<file path="config.mk">
export PLATFORM = sky130hd
export DESIGN_NAME = fifo_fwft_flat
export DESIGN_NICKNAME = d
export VERILOG_FILES = /design/src/rtl/fifo_fwft_if.sv /design/src/rtl/fifo_fwft.sv /design/src/flat_wrapper.sv
export SDC_FILE = /design/constraint.sdc
export NUM_CORES = 1
export LEC_CHECK = 0
export CAP_MARGIN = 20
export CORE_ASPECT_RATIO = 0.5
export CORE_MARGIN = 1
export CORE_UTILIZATION = 53
export DETAILED_ROUTE_END_ITERATION = 8
export PLACE_DENSITY = 0.79
export SKIP_CTS_REPAIR_TIMING = 1
export SLEW_MARGIN = 20
export SYNTH_ARGS = -nofsm -noshare
export SYNTH_HDL_FRONTEND = slang
export SYNTH_SLANG_ARGS = --single-unit
</file>
<file path="constraint.sdc">
create_clock -name r_clk -period 2.4 [get_ports r_clk]
set_input_delay 0.36 -clock r_clk [delete_from_list [all_inputs] [get_ports r_clk]]
set_output_delay 0.36 -clock r_clk [all_outputs]
set_load 0.01 [all_outputs]
</file>
<file path="src/rtl/fifo_fwft_if.sv">
// Producer/consumer handshake bundle for fifo_fwft: write/read requests, data and status flags.
interface fifo_fwft_if #(
    parameter int unsigned W = 8,
    parameter int unsigned N = 4
);
    logic         flush;
    logic         WE;
    logic [W-1:0] data_in;
    logic         RE;
    logic [W-1:0] data_out;
    logic         valid;
    logic         empty;
    logic         full;
    logic         almost_full;
    logic         almost_empty;
    logic [N:0]   count;
    logic         overflow;
    logic         underflow;

    modport master (
        output flush, WE, data_in, RE,
        input  data_out, valid, empty, full, almost_full, almost_empty,
               count, overflow, underflow
    );

    modport slave (
        input  flush, WE, data_in, RE,
        output data_out, valid, empty, full, almost_full, almost_empty,
               count, overflow, underflow
    );
endinterface

</file>
<file path="src/rtl/fifo_fwft.sv">
// Single-clock FIFO using all 2^N entries, with occupancy count, programmable almost flags,
// sticky error flags and a selectable first-word-fall-through or registered read port.
module fifo_fwft #(
    parameter int unsigned W         = 8,
    parameter int unsigned N         = 4,
    parameter int unsigned AF_THRESH = (2 ** N) - 2,
    parameter int unsigned AE_THRESH = 2,
    parameter int unsigned FWFT      = 1
) (
    input  logic      r_clk,
    input  logic      reset,
    fifo_fwft_if.slave bus
);
    localparam int unsigned AW    = N;
    localparam int unsigned CW    = N + 1;
    localparam int unsigned DEPTH = 2 ** N;
    localparam logic [CW-1:0] FULL_C = CW'(DEPTH);
    localparam logic [CW-1:0] AF_C   = CW'(AF_THRESH);
    localparam logic [CW-1:0] AE_C   = CW'(AE_THRESH);

    logic [W-1:0]  mem [DEPTH];
    logic [AW-1:0] r_addr_q, r_addr_d;
    logic [AW-1:0] w_addr_q, w_addr_d;
    logic [CW-1:0] count_q, count_d;
    logic          overflow_q, overflow_d;
    logic          underflow_q, underflow_d;
    logic [W-1:0]  dout_q, dout_d;
    logic          valid_q, valid_d;
    logic          full_c, empty_c, wr_acc_c, rd_acc_c;

    assign full_c  = (count_q == FULL_C);
    assign empty_c = (count_q == '0);

    // Flush wins over both requests; error flags only record attempts on non-flush cycles.
    always_comb begin
        r_addr_d    = r_addr_q;
        w_addr_d    = w_addr_q;
        count_d     = count_q;
        overflow_d  = overflow_q;
        underflow_d = underflow_q;
        dout_d      = dout_q;
        valid_d     = 1'b0;
        wr_acc_c    = 1'b0;
        rd_acc_c    = 1'b0;
        if (bus.flush) begin
            r_addr_d    = '0;
            w_addr_d    = '0;
            count_d     = '0;
            overflow_d  = 1'b0;
            underflow_d = 1'b0;
        end else begin
            wr_acc_c = bus.WE && !full_c;
            rd_acc_c = bus.RE && !empty_c;
            if (bus.WE && full_c)  overflow_d  = 1'b1;
            if (bus.RE && empty_c) underflow_d = 1'b1;
            if (wr_acc_c) w_addr_d = AW'(w_addr_q + 1'b1);
            if (rd_acc_c) begin
                r_addr_d = AW'(r_addr_q + 1'b1);
                dout_d   = mem[r_addr_q];
                valid_d  = 1'b1;
            end
            unique case ({wr_acc_c, rd_acc_c})
                2'b10:   count_d = CW'(count_q + 1'b1);
                2'b01:   count_d = CW'(count_q - 1'b1);
                default: count_d = count_q;
            endcase
        end
    end

    always_ff @(posedge r_clk or negedge reset) begin
        if (!reset) begin
            r_addr_q    <= '0;
            w_addr_q    <= '0;
            count_q     <= '0;
            overflow_q  <= 1'b0;
            underflow_q <= 1'b0;
            dout_q      <= '0;
            valid_q     <= 1'b0;
        end else begin
            r_addr_q    <= r_addr_d;
            w_addr_q    <= w_addr_d;
            count_q     <= count_d;
            overflow_q  <= overflow_d;
            underflow_q <= underflow_d;
            dout_q      <= dout_d;
            valid_q     <= valid_d;
        end
    end

    // Storage is deliberately left unreset.
    always_ff @(posedge r_clk) begin
        if (wr_acc_c) mem[w_addr_q] <= bus.data_in;
    end

    assign bus.data_out     = (FWFT != 0) ? mem[r_addr_q] : dout_q;
    assign bus.valid        = (FWFT != 0) ? !empty_c : valid_q;
    assign bus.empty        = empty_c;
    assign bus.full         = full_c;
    assign bus.almost_full  = (count_q >= AF_C);
    assign bus.almost_empty = (count_q <= AE_C);
    assign bus.count        = count_q;
    assign bus.overflow     = overflow_q;
    assign bus.underflow    = underflow_q;
endmodule
</file>
<file path="src/flat_wrapper.sv">
// flat-port wrapper written by rule: the top's interface ports become plain ports
module fifo_fwft_flat 
#(
    parameter int unsigned W         = 8,
    parameter int unsigned N         = 4,
    parameter int unsigned AF_THRESH = (2 ** N) - 2,
    parameter int unsigned AE_THRESH = 2,
    parameter int unsigned FWFT      = 1
)
  (r_clk, reset, bus_flush, bus_WE, bus_data_in, bus_RE, bus_data_out, bus_valid, bus_empty, bus_full, bus_almost_full, bus_almost_empty, bus_count, bus_overflow, bus_underflow);
  fifo_fwft_if #(.W(W), .N(N)) bus_i ();
  input  logic r_clk;
  input  logic reset;
  input wire logic [$bits(bus_i.flush)-1:0] bus_flush;
  input wire logic [$bits(bus_i.WE)-1:0] bus_WE;
  input wire logic [$bits(bus_i.data_in)-1:0] bus_data_in;
  input wire logic [$bits(bus_i.RE)-1:0] bus_RE;
  output wire logic [$bits(bus_i.data_out)-1:0] bus_data_out;
  output wire logic [$bits(bus_i.valid)-1:0] bus_valid;
  output wire logic [$bits(bus_i.empty)-1:0] bus_empty;
  output wire logic [$bits(bus_i.full)-1:0] bus_full;
  output wire logic [$bits(bus_i.almost_full)-1:0] bus_almost_full;
  output wire logic [$bits(bus_i.almost_empty)-1:0] bus_almost_empty;
  output wire logic [$bits(bus_i.count)-1:0] bus_count;
  output wire logic [$bits(bus_i.overflow)-1:0] bus_overflow;
  output wire logic [$bits(bus_i.underflow)-1:0] bus_underflow;
  assign bus_i.flush = bus_flush;
  assign bus_i.WE = bus_WE;
  assign bus_i.data_in = bus_data_in;
  assign bus_i.RE = bus_RE;
  assign bus_data_out = bus_i.data_out;
  assign bus_valid = bus_i.valid;
  assign bus_empty = bus_i.empty;
  assign bus_full = bus_i.full;
  assign bus_almost_full = bus_i.almost_full;
  assign bus_almost_empty = bus_i.almost_empty;
  assign bus_count = bus_i.count;
  assign bus_overflow = bus_i.overflow;
  assign bus_underflow = bus_i.underflow;
  fifo_fwft #(.W(W), .N(N), .AF_THRESH(AF_THRESH), .AE_THRESH(AE_THRESH), .FWFT(FWFT)) u_core (.r_clk(r_clk), .reset(reset), .bus(bus_i));
endmodule
</file>
# Word level (Yosys, flattened, before mapping)
# Memories as Yosys holds them, arrays and structs flattened.
# Cells that the tools add are included.
# W data, S select, Z words.
classes:
  add_sub_neg: 4
  reduce_logical: 12
  mux: 13
  order_cmp: 2
  n_eq_ne: 3
ops:
  columns: ["cell", "n"]
  rows:
  - ["$mux W4", 4]
  - ["$pmux W5 S2", 1]
  - ["$add A4 B1 Y4 const B", 2]
  - ["$reduce_bool A2 Y1", 4]
  - ["$mux W1", 7]
  - ["$add A5 B1 Y5 const B", 1]
  - ["$eq A5 B5 Y1 const B", 1]
  - ["$ge A5 B4 Y1 const B", 1]
  - ["$le A5 B2 Y1 const B", 1]
  - ["$logic_not A5 Y1", 1]
  - ["$mux W5", 1]
  - ["$sub A5 B1 Y5 const B", 1]
  - ["$logic_and A1 B1 Y1", 4]
  - ["$reduce_bool A3 Y1", 1]
  - ["$eq A2 B1 Y1 const B", 1]
  - ["$eq A2 B2 Y1 const B", 1]
  - ["$logic_not A1 Y1", 2]
word_totals:
  n_memories: 1
  regBits: 15
  in_bits: 13
  word_cells: 40
  out_inout_bits: 20
  mem_bits_rw: 128
memory_table:
  columns: ["name", "depth", "width", "rd", "rd_ports_with_merged_regs", "write_ports", "line_no", "rtl"]
  rows:
  - ["u_core.mem", 16, 8, 1, 0, 1, "fifo_fwft.sv:21", "logic [W-1:0] mem [DEPTH];"]

# Depth between registers and ports, before layout
logic_depth:
  depth_word: 6
  depth_mapped: 10

# Worst setup path after synthesis
# OpenSTA, ideal clock, no wires.
synth_path:
  path_type: "reg2reg"
  start: "register u_core.count_q[1] (netlist: u_core.bus.count[1])"
  end: "register u_core.count_q[4] (netlist: u_core.bus.count[4])"
  synth_period_minus_slack_ns: 2.597
  setup_time_ns: 0.127
  t_arrival_ns: 2.470
  path_stages_with_launch: 11
  path_buffers: 1
  path_slack_ns: -0.197
  cell_sequence: "dfrtp_1 > buf_6 > o41a_1 > a211oi_2 > xor2_1 > ha_1 > nor2_1 > a2111oi_2 > o221a_2 > nor4b_1 > nand3b_1"
synth_between:
  elab_chain_len: 6
  elab_cells_between_ends: 13
  classes_between: "add/sub: 2; eq/ne: 3; mux: 2; reduce/logical: 6"
synth_rtl:
  columns: ["item", "line_no", "rtl"]
  rows:
  - ["start: declaration", "fifo_fwft.sv:24", "logic [CW-1:0] count_q, count_d;"]
  - ["start signal: assignment", "fifo_fwft.sv:82", "count_q <= count_d;"]
  - ["$eq A5 B5 Y1 or $logic_not A5 Y1 (tied branches)", "fifo_fwft.sv:31, fifo_fwft.sv:32", null]
  - ["$logic_not A1 Y1, on equally long branches", "fifo_fwft.sv:52, fifo_fwft.sv:53", null]
  - ["$logic_and A1 B1 Y1, on equally long branches", "fifo_fwft.sv:52, fifo_fwft.sv:53", null]
  - ["$eq A2 B1 Y1 or $eq A2 B2 Y1 (tied branches)", "fifo_fwft.sv:62", "unique case ({wr_acc_c, rd_acc_c})"]
  - ["$pmux W5 S2", "fifo_fwft.sv:62", null]
  - ["$mux W5", "fifo_fwft.sv:45", "if (bus.flush) begin"]
# Parallel ways exist; a longest one is shown, timed or not.
# A chain may end at the register's enable or synchronous reset.

# Final worst setup path
layout_path:
  start: "register u_core.r_addr_q[0]"
  end: "output bus_data_out[5]"
layout_between:
  elab_chain_len: 1
layout_rtl:
  columns: ["item", "line_no", "rtl"]
  rows:
  - ["start: declaration", "fifo_fwft.sv:22", "logic [AW-1:0] r_addr_q, r_addr_d;"]
  - ["start signal: assignment", "fifo_fwft.sv:80", "r_addr_q <= r_addr_d;"]
  - ["$mem_v2 Z16 W8", null, null]
  - ["end: declaration", "flat_wrapper.sv:18", "output wire logic [$bits(bus_i.data_out)-1:0] bus_data_out;"]
# Every way passes these cells.

==> flow_summary.yaml <==
status:
  status: "finished, violations left"
  violations: "design-rule violations, negative setup slack"
critical_path:
  reg2reg_depth: 9
  crit_type: "reg -> out"
  crit_path_max_fanout: 8
  required_ps: 2040
  cpPeakStageDelay_ps: 510
  cp.arrival_ps: 2350
  worst_setup_path_start_kind: "flip-flop"
  crit_family: "multiplexers"
  endpoint_kind: "output pin"
  cp_slowest_cell: "mux4_2"
  path_depth: 6
  cp_cell_sequence: "buf_12 > buf_6 > buf_12 > mux4_2 > mux4_2 > buf_6"
  path_buf_inv: 4
route:
  via_count: 3371
  viasPerCell: 6.06
  antenna_left: 0
  dr_wl_met2_microns: 6480
  routedWlPerCell_microns: 23.4
  drcViolationCount: 2
  drt_iter0_markers: 242
  top_layer_used: "met4"
  wl_met1_microns: 5330
  wirelength_microns: 13000
  dr_wl_met3_microns: 915
  dr.pass1.iters: 9
yosys:
  syn-mean-instance-area_sq_um: 18.8
  synth_top_flop_cell: "edfxtp_1"
  synth_edf_count: 128
  syn-cell-area_sq_um: 6010
  yosysTopAreaCell: "edfxtp_1"
  synth.most_common_cell: "edfxtp_1"
  synthesis.instances: 320
  synthTopCellsByCount: "edfxtp_1, mux4_2, nor2_1"
  ys_ff_latch: 143
  ys_types: 46
  synthTopCellsByArea: "edfxtp_1, mux4_2, dfrtp_1"
  netlist.area_leader.share_pct: 64.0
  ys.warnings.count: 0
  syn_nets: 340
  synth_seq_area_share_pct: 70.3
  async_flop_share_pct: 10.5
die:
  initial_core_util_pct: 54.5
  num_rows: 27
  die_w_microns: 153
  die_area_sq_um: 11800
  ioPinCount: 33
  core_sq_um: 11000
  die_y_microns: 77.3
cts:
  root_buffer: "clkbuf_16"
  cts.sinks: 143
  clock_latency_ps: 410
  h-tree-depth: 4
  clk_pin_slew_worst_paths_ps: 60
  cts_max_path_buffers: 2
  cts_buffers: 17
  cts_tree: "built"
global_route:
  grt_util_all_layers_pct: 23.6
  grt_pass1_vias: 3468
  grt_overflow: 0
  grt_pass1_wl_microns: 19500
  antenna_found_initial: 0
  grt_max_degree: 33
placement:
  dp_cells: 515
  gp_congestion: 0.913
  dp_hpwl_microns: 8090
  io_buffer_count: 32
  postPlaceCellArea_sq_um: 6780
timing:
  period_share_pct: 113
  tightest_slew_ps: 813
  whs_ps: 423
  setup_viol: 8
  setup_slack_ps: -307
  hold_viol_final: 0
  clock-skew-final_ps: 5.27
  slew_violations: 0
  period_needed_ps: 2710
  relSlewSlack_pct: 45.7
  max_freq_mhz: 369
  rsz0062_at_grt: "yes"
finish:
  final_cells: 556
  drive_gt1_share_pct: 34.3
  final_nets: 418
  n_antenna_cell: 0
  syn_to_final_growth_pct: 24.6
  final_cell_area_sq_um: 7480
pwr:
  power_density_nw_per_um2: 1030
  power.leakage_nw: 2.63
  finalPower_w: 0.00772
  ir_worst_vdd_mv: 0.824
hold_path:
  hp-class: "in -> async"
run:
  drv_cap: 0
[per-layer routing]
metal,vias up,track usage (%)
li1,1447,-
met1,1735,30.8
met2,165,38.6
met3,24,5.43
met4,0,10.4
met5,-,0
[metrics by stage]
stage          util [%]  TNS (ps)  worst slack, ps
3_5_place_dp       61.6     -1120            -97.5
4_1_cts            66.7     -5060             -565
2_1_floorplan         -     -73.5            -73.5
5_1_grt            68.0     -2540             -367
6_report           68.0     -1990             -307
3_3_place_gp       61.6      -452            -66.1
[logic make-up (layout without fill, tap and decap cells)]
kind of cell             Yosys count  in the layout  synth area share [%]
AO/OA/AOI/OAI                     24             24                  3.12
XOR/XNOR                           9              9                  1.31
adder cells (fa/ha/maj)            7              7                  1.46
buffers and inverters             25            116                  1.83
flip-flops                       143            143                  70.3
multiplexers                      45             45                  15.8
AND/OR/NAND/NOR                   67             67                  6.19
[state kept, by name, summed over array words and instances (netlist names)]
register / flops
u_core.r_addr_q: 4
u_core.mem: 128
u_core.bus.overflow: 1
u_core.bus.count: 5
u_core.bus.underflow: 1
u_core.w_addr_q: 4
[report_power, final]
group / switching (W) / total (W) / internal, W / leakage [nW]
Combinational: 0.00104 / 0.00235 / 0.00131 / 1.01
Sequential: 0.0000895 / 0.00290 / 0.00281 / 1.35
Clock: 0.00104 / 0.00248 / 0.00144 / 0.267
[cells in the final DEF (no fill, tap or decap), drive strengths merged, types with 3 or more instances in the layout]
cell type / synthesis / layout
dfrtp: 15 / 15
inv: 4 / 8
clkinvlp: 0 / 4
nand3: 4 / 4
clkdlybuf4s50: 0 / 20
ha: 7 / 7
buf: 8 / 48
edfxtp: 128 / 128
nand2: 9 / 9
nor4b: 3 / 3
clkinv: 1 / 7
mux2i: 5 / 5
and2: 13 / 13
dlymetal6s2s: 0 / 4
xor2: 7 / 7
o21ai: 3 / 3
mux4: 40 / 40
a21oi: 7 / 7
clkbuf: 12 / 24
nor2: 20 / 20
and3: 5 / 5
[cell type report]
| type | count | area [sq um] |
|---|---|---|
| Fill cell | 664 | 3530 |
| Tap cell | 145 | 181 |
| Multi-Input combinational cell | 152 | 1700 |
| Sequential cell | 143 | 4220 |
| Clock inverter | 15 | 136 |
| Timing Repair Buffer | 79 | 800 |
| Clock buffer | 17 | 425 |
| Inverter | 5 | 18.8 |
[worst paths after layout]
kind / slack, ps / startpoint / end
worst max-delay path: -310 / u_core.r_addr_q[0] / bus_data_out[5]
worst min-delay path: 420 / reset / u_core.bus.count[3]
worst max register to register: 0 / u_core.bus.count[1] / u_core.bus.count[4]
worst min register to register: 530 / u_core.bus.overflow / u_core.bus.overflow
max in group asynchronous: 1420 / reset / u_core.r_addr_q[0]
min in group r_clk: 530 / u_core.bus.overflow / u_core.bus.overflow
(Power assumes the default switching activity.)
